File: src/rtl/locked_reg_bank.sv
`default_nettype none
// ============================================================================
// Module   : locked_reg_bank
// Purpose  : Bank of lockable configuration registers with sticky per-register
//            locks, trusted-debug override and blocked-write reporting.
// Revision : 1.0 - initial release
// ============================================================================
module locked_reg_bank #(
  parameter int                DATA_W   = 16,
  parameter int                NUM_REGS = 4,
  parameter int                ADDR_W   = 2,
  parameter logic [DATA_W-1:0] RST_VAL  = '0,
  parameter int                VCNT_W   = 8
) (
  input  logic                Clk,
  input  logic                resetn,
  input  logic                wr_en,
  input  logic [ADDR_W-1:0]   wr_addr,
  input  logic [DATA_W-1:0]   wr_data,
  input  logic                lock_req,
  input  logic [ADDR_W-1:0]   lock_addr,
  input  logic                lock_all,
  input  logic                debug_mode,
  input  logic                trusted,
  input  logic                viol_clr,
  input  logic [ADDR_W-1:0]   rd_addr,
  output logic [DATA_W-1:0]   rd_data,
  output logic [NUM_REGS-1:0] lock_status,
  output logic                viol_flag,
  output logic [ADDR_W-1:0]   viol_addr,
  output logic [VCNT_W-1:0]   viol_cnt
);

  localparam logic [ADDR_W:0] c_num_regs = (ADDR_W+1)'(NUM_REGS);

  logic [DATA_W-1:0]   r_regs [NUM_REGS];
  logic [NUM_REGS-1:0] r_lock;
  logic [DATA_W-1:0]   r_rd_data;
  logic                r_viol_flag;
  logic [ADDR_W-1:0]   r_viol_addr;
  logic [VCNT_W-1:0]   r_viol_cnt;

  logic [NUM_REGS-1:0] w_wr_acc;
  logic [NUM_REGS-1:0] w_wr_blk;
  logic [NUM_REGS-1:0] w_lock_set;
  logic [DATA_W-1:0]   w_rd_mux;
  logic                w_dbg_ok;
  logic                w_addr_bad;
  logic                w_viol;
  logic                w_clr;

  // Decisions use the lock bits as they stand before the edge, so a lock
  // requested this cycle only gates writes from the next cycle on.
  always_comb begin
    w_dbg_ok   = debug_mode & trusted;
    w_addr_bad = {1'b0, wr_addr} >= c_num_regs;
    w_wr_acc   = '0;
    w_wr_blk   = '0;
    w_lock_set = '0;
    w_rd_mux   = '0;
    for (int i = 0; i < NUM_REGS; i++) begin
      if (wr_en && (wr_addr == ADDR_W'(i))) begin
        w_wr_acc[i] = ~r_lock[i] | w_dbg_ok;
        w_wr_blk[i] = r_lock[i] & ~w_dbg_ok;
      end
      w_lock_set[i] = lock_all | (lock_req && (lock_addr == ADDR_W'(i)));
      if (rd_addr == ADDR_W'(i)) begin
        w_rd_mux = r_regs[i];
      end
    end
    w_viol = wr_en & (w_addr_bad | (|w_wr_blk));
    w_clr  = viol_clr & trusted;
  end

  always_ff @(posedge Clk or negedge resetn) begin
    if (!resetn) begin
      for (int i = 0; i < NUM_REGS; i++) begin
        r_regs[i] <= RST_VAL;
      end
      r_lock    <= '0;
      r_rd_data <= '0;
    end else begin
      for (int i = 0; i < NUM_REGS; i++) begin
        if (w_wr_acc[i]) begin
          r_regs[i] <= wr_data;
        end
      end
      r_lock    <= r_lock | w_lock_set;
      r_rd_data <= w_rd_mux;
    end
  end

  // A trusted clear and a new violation in the same cycle leave exactly
  // that one new event recorded.
  always_ff @(posedge Clk or negedge resetn) begin
    if (!resetn) begin
      r_viol_flag <= 1'b0;
      r_viol_addr <= '0;
      r_viol_cnt  <= '0;
    end else if (w_clr) begin
      r_viol_flag <= w_viol;
      r_viol_addr <= w_viol ? wr_addr : '0;
      r_viol_cnt  <= w_viol ? VCNT_W'(1) : '0;
    end else if (w_viol) begin
      if (r_viol_cnt != '1) begin
        r_viol_cnt <= r_viol_cnt + VCNT_W'(1);
      end
      if (!r_viol_flag) begin
        r_viol_flag <= 1'b1;
        r_viol_addr <= wr_addr;
      end
    end
  end

  assign rd_data     = r_rd_data;
  assign lock_status = r_lock;
  assign viol_flag   = r_viol_flag;
  assign viol_addr   = r_viol_addr;
  assign viol_cnt    = r_viol_cnt;

endmodule
`default_nettype wire

File: config.mk
export PLATFORM = sky130hd
export DESIGN_NAME = locked_reg_bank
export DESIGN_NICKNAME = d
export VERILOG_FILES = /design/src/rtl/locked_reg_bank.sv
export SDC_FILE = /design/constraint.sdc
export NUM_CORES = 1
export LEC_CHECK = 0
export CAP_MARGIN = 15
export CORE_MARGIN = 3
export CORE_UTILIZATION = 53
export CTS_CLUSTER_DIAMETER = 50
export CTS_CLUSTER_SIZE = 40
export DETAILED_ROUTE_END_ITERATION = 8
export PLACE_DENSITY_LB_ADDON = 0.15
export SETUP_SLACK_MARGIN = 0.2
export SLEW_MARGIN = 20
export SYNTH_ARGS = -nofsm -noshare
export SYNTH_HDL_FRONTEND = slang
export SYNTH_SLANG_ARGS = --single-unit
File: constraint.sdc
create_clock -name Clk -period 2.4 [get_ports Clk]
set_clock_uncertainty 0.2 [all_clocks]
set_input_delay 0.48 -clock Clk [delete_from_list [all_inputs] [get_ports Clk]]
set_output_delay 0.48 -clock Clk [all_outputs]
set_load 0.005 [all_outputs]
==> summary.txt, run 1 <==
GRT
  – All-Layer GR Usage: 0.1959
  – GR Overflow Total: 0
  – Vias in the first global route: 2554
  – First-pass GRT wire length: 12.79 mm
  – Initial antenna violation count: 0
  – Largest net degree at the start of global routing: 49

STA
  – Final slew viol count: 0
  – RSZ-0062 raised after global routing: no
  – Fmax: 0.4749 GHz
  – Hold Slack: 0.3053 ns
  – Worst slew pin tran: 0.6207 ns
  – Final hold viol count: 0
  – Final setup viols: 0
  – Final worst path period need: 2.106 ns
  – Final worst path period share: 0.8774
  – Slew margin rel.: 0.5862

Logic synthesis
  – Post-synthesis async set-or-reset flop share: 1.000
  – Synth top cells by count: dfrtp_1 (95), mux2_2 (64), mux4_2 (16)
  – Post-synth EDFFs: 0
  – Post-Synth XOR/XNOR Area: 0
  – Post-Syn Nets: 280
  – Proportion of synthesized area in mux cells: 0.2789
  – Cells after Synth: 249
  – Most frequent cell after synthesis: dfrtp_1
  – Synthesized flop and latch total: 95
  – Post-synth top area share: 0.6022
  – Synth Area in Simple Gates: 0.03708
  – Synth warn: 0
  – Adder-cell area share of the yosys netlist: 0.003170
  – Post-synthesis compound-gate area fraction: 0.05674
  – Area leader, netlist: dfrtp_1
  – Post-synth top flop: dfrtp_1
  – Largest cells by area after synthesis: dfrtp_1 (60%), mux2_2 (18%), mux4_2 (9.1%), a211oi_2 (1.3%), a311o_1 (1.0%)
  – Post-Syn Area: 0.003948 mm^2
  – Mean Syn Cell Area: 15.85 um^2
  – Largest family of logic cells by synthesized area: multiplexers
  – Register area share after synthesis: 0.6022
  – Synth cell types: 33

Critical path
  – Largest fanout on the critical path: 6
  – Critical Path Start Type: input pin
  – Worst path bufs/invs: 2
  – WP data arrival: 2.17 ns
  – Required time worst endpoint: 2.46 ns
  – Crit-path leading delay family: simple AND/OR/NAND/NOR gates
  – CP Cell Sequence: clkdlybuf4s50_1, and2_1, nor3_2, o22ai_2, buf_4, or3_1, a21oi_1
  – Slowest CP cell: clkdlybuf4s50_1
  – CP Capture Type: register
  – Critical path type: in -> reg
  – Slowest stage delay, CP: 0.45 ns

Routing
  – Via density: 5.657
  – WL/cell: 17.83 um
  – Drt first pass iters: 4
  – Met1 wire length: 3.370 mm
  – Top routing layer in use: met4
  – Vias after detailed routing: 2421
  – Drt drc: 0
  – Final wirelength: 7.632 mm
  – Met2 wire length: 3.913 mm
  – Iteration-0 DRC count of the detailed router: 125
  – DRT antenna net count: 0
  – Met3 wire len: 270 um

Layout
  – Fillers: 476
  – Ant. Diodes: 0
  – Layout net count: 360
  – Final Util: 0.7164
  – Share of post-route cells with drive strength above 1: 0.3705
  – Synth-to-Final Area Change: 27.39%
  – Multi-input gate area: 0.001499 mm^2
  – Reg area: 0.002377 mm^2

Die
  – Row count: 30
  – Die area: 0.008519 mm^2
  – Die Ht: 92.30 um
  – Starting density of the core: 0.5624
  – Die Width: 92.30 um
  – I/O pins: 61
  – Core area: 0.007019 mm^2

Status
  – Status: finished, final reports clean

Place
  – Hpwl dp: 5.192 mm
  – I/O Buffers: 60
  – RePlAce Congestion: 0.8832

Pwr
  – Tot Pwr: 4001 uW
  – Worst IR Drop VDD: 0.4432 mV
  – Leakage: 0.002093 uW
  – Pwr/cell area: 795.6 mW/mm^2

Job
  – Max-Cap Viols: 0

Clocking
  – CTS clk-pin slew, worst paths: 0.08 ns
  – Root buffer cell: clkbuf_8
  – H-tree depth: 3
  – Largest buffer count on any clock path: 2
  – TritonCTS clock tree: yes
  – Later-pin clock latency in the skew report: 0.34 ns
  – Num CTS Buffers: 9
  – Clk sink count: 95

Min path
  – Worst min path class: reg -> reg
==> metal layers <==
layer  vias up  GRT usage
met1      1266     0.2637
met5         -          0
met4         0    0.08663
met3         6    0.03249
li1       1091          -
met2        58     0.3160
==> through the flow <==
stage	cells	TNS (ns)	instance area [um^2]	setup WS, ns
4_1_cts	428	0	5011	0.2891
6_report	428	0	5029	0.2942
3_3_place_gp	413	-0.06093	4791	-0.01282
5_1_grt	428	0	5029	0.2050
2_1_floorplan	249	0	3948	0.4069
3_5_place_dp	413	-0.8346	4791	-0.07684
==> where the power goes <==
part           internal, uW  leakage [uW]  switching [uW]
Sequential             1940       0.00116             161
Clock                   607      0.000105             506
Combinational           536      0.000827             249
==> sequential cells by signal (all words and copies together) (netlist names) <==
name	count
rd_data	16
lock_status	4
r_regs	64
viol_flag	1
viol_addr	2
viol_cnt	8
==> placed cells by master, fill, tap and decap left out, types with 3 or more instances in the layout <==
| master | n |
|---|---|
| a311o_1 | 4 |
| nand3_1 | 3 |
| a211oi_2 | 4 |
| buf_4 | 16 |
| mux4_2 | 16 |
| o211ai_1 | 3 |
| nand2_1 | 7 |
| mux2_2 | 64 |
| clkbuf_8 | 10 |
| buf_12 | 4 |
| inv_1 | 5 |
| clkdlybuf4s50_1 | 58 |
| o21ai_0 | 6 |
| a21oi_1 | 4 |
| dfrtp_1 | 95 |
==> final timing paths <==
check | start | depth (start not counted) | slack (ns) | end
worst min-delay path | r_regs[27]$_DFFE_PN0P_ | 1 | 0.31 | r_regs[27]$_DFFE_PN0P_
max in group asynchronous | resetn | 3 | 0.89 | rd_data[5]$_DFF_PN0_
worst min register to register | r_regs[27]$_DFFE_PN0P_ | 1 | 0.31 | r_regs[27]$_DFFE_PN0P_
min in group asynchronous | resetn | 2 | 0.49 | viol_addr[0]$_DFFE_PN0P_
worst max-delay path | trusted | 7 | 0.29 | viol_cnt[3]$_DFFE_PN0P_
worst max register to register | viol_cnt[0]$_DFFE_PN0P_ | 6 | 0.44 | viol_cnt[3]$_DFFE_PN0P_
==> cell families after synthesis <==
family	Yosys count
flops	95
mux	82
compound gates	29
simple gates	26
buf+inv	16
fa+ha+maj	1
==> area by class of cell <==
type	instances	area share
Timing Repair Buffer	80	0.1597
Clock buffer	11	0.02812
Clock inverter	3	0.01369
Tap cell	96	0.02389
Inverter	5	0.003732
Multi-Input combinational cell	138	0.2981
Sequential cell	95	0.4728
==> timing repair <==
action,in CTS,in global routing
hold endpoints to repair,45,0
endpoints found under the setup margin,0,4
gates resized for setup,0,4
buffers inserted,0,0
hold buffers,1,0
Power figures use the tool's default switching activity.
==> inputs of run 2 (changes only) <==
--- a/config.mk
+++ b/config.mk
@@ -5,7 +5,6 @@
 export SDC_FILE = /design/constraint.sdc
 export NUM_CORES = 1
 export LEC_CHECK = 0
-export CAP_MARGIN = 15
 export CORE_MARGIN = 3
 export CORE_UTILIZATION = 53
 export CTS_CLUSTER_DIAMETER = 50
==> results of run 2 <==
The final DEF is identical to that of run 1; final timing and power are the same.
==> inputs of run 3 (changes only) <==
--- a/config.mk
+++ b/config.mk
@@ -7,7 +7,6 @@
 export LEC_CHECK = 0
 export CORE_MARGIN = 3
 export CORE_UTILIZATION = 53
-export CTS_CLUSTER_DIAMETER = 50
 export CTS_CLUSTER_SIZE = 40
 export DETAILED_ROUTE_END_ITERATION = 8
 export PLACE_DENSITY_LB_ADDON = 0.15
==> results of run 3 <==
The final DEF is identical to that of run 1; final timing and power are the same.
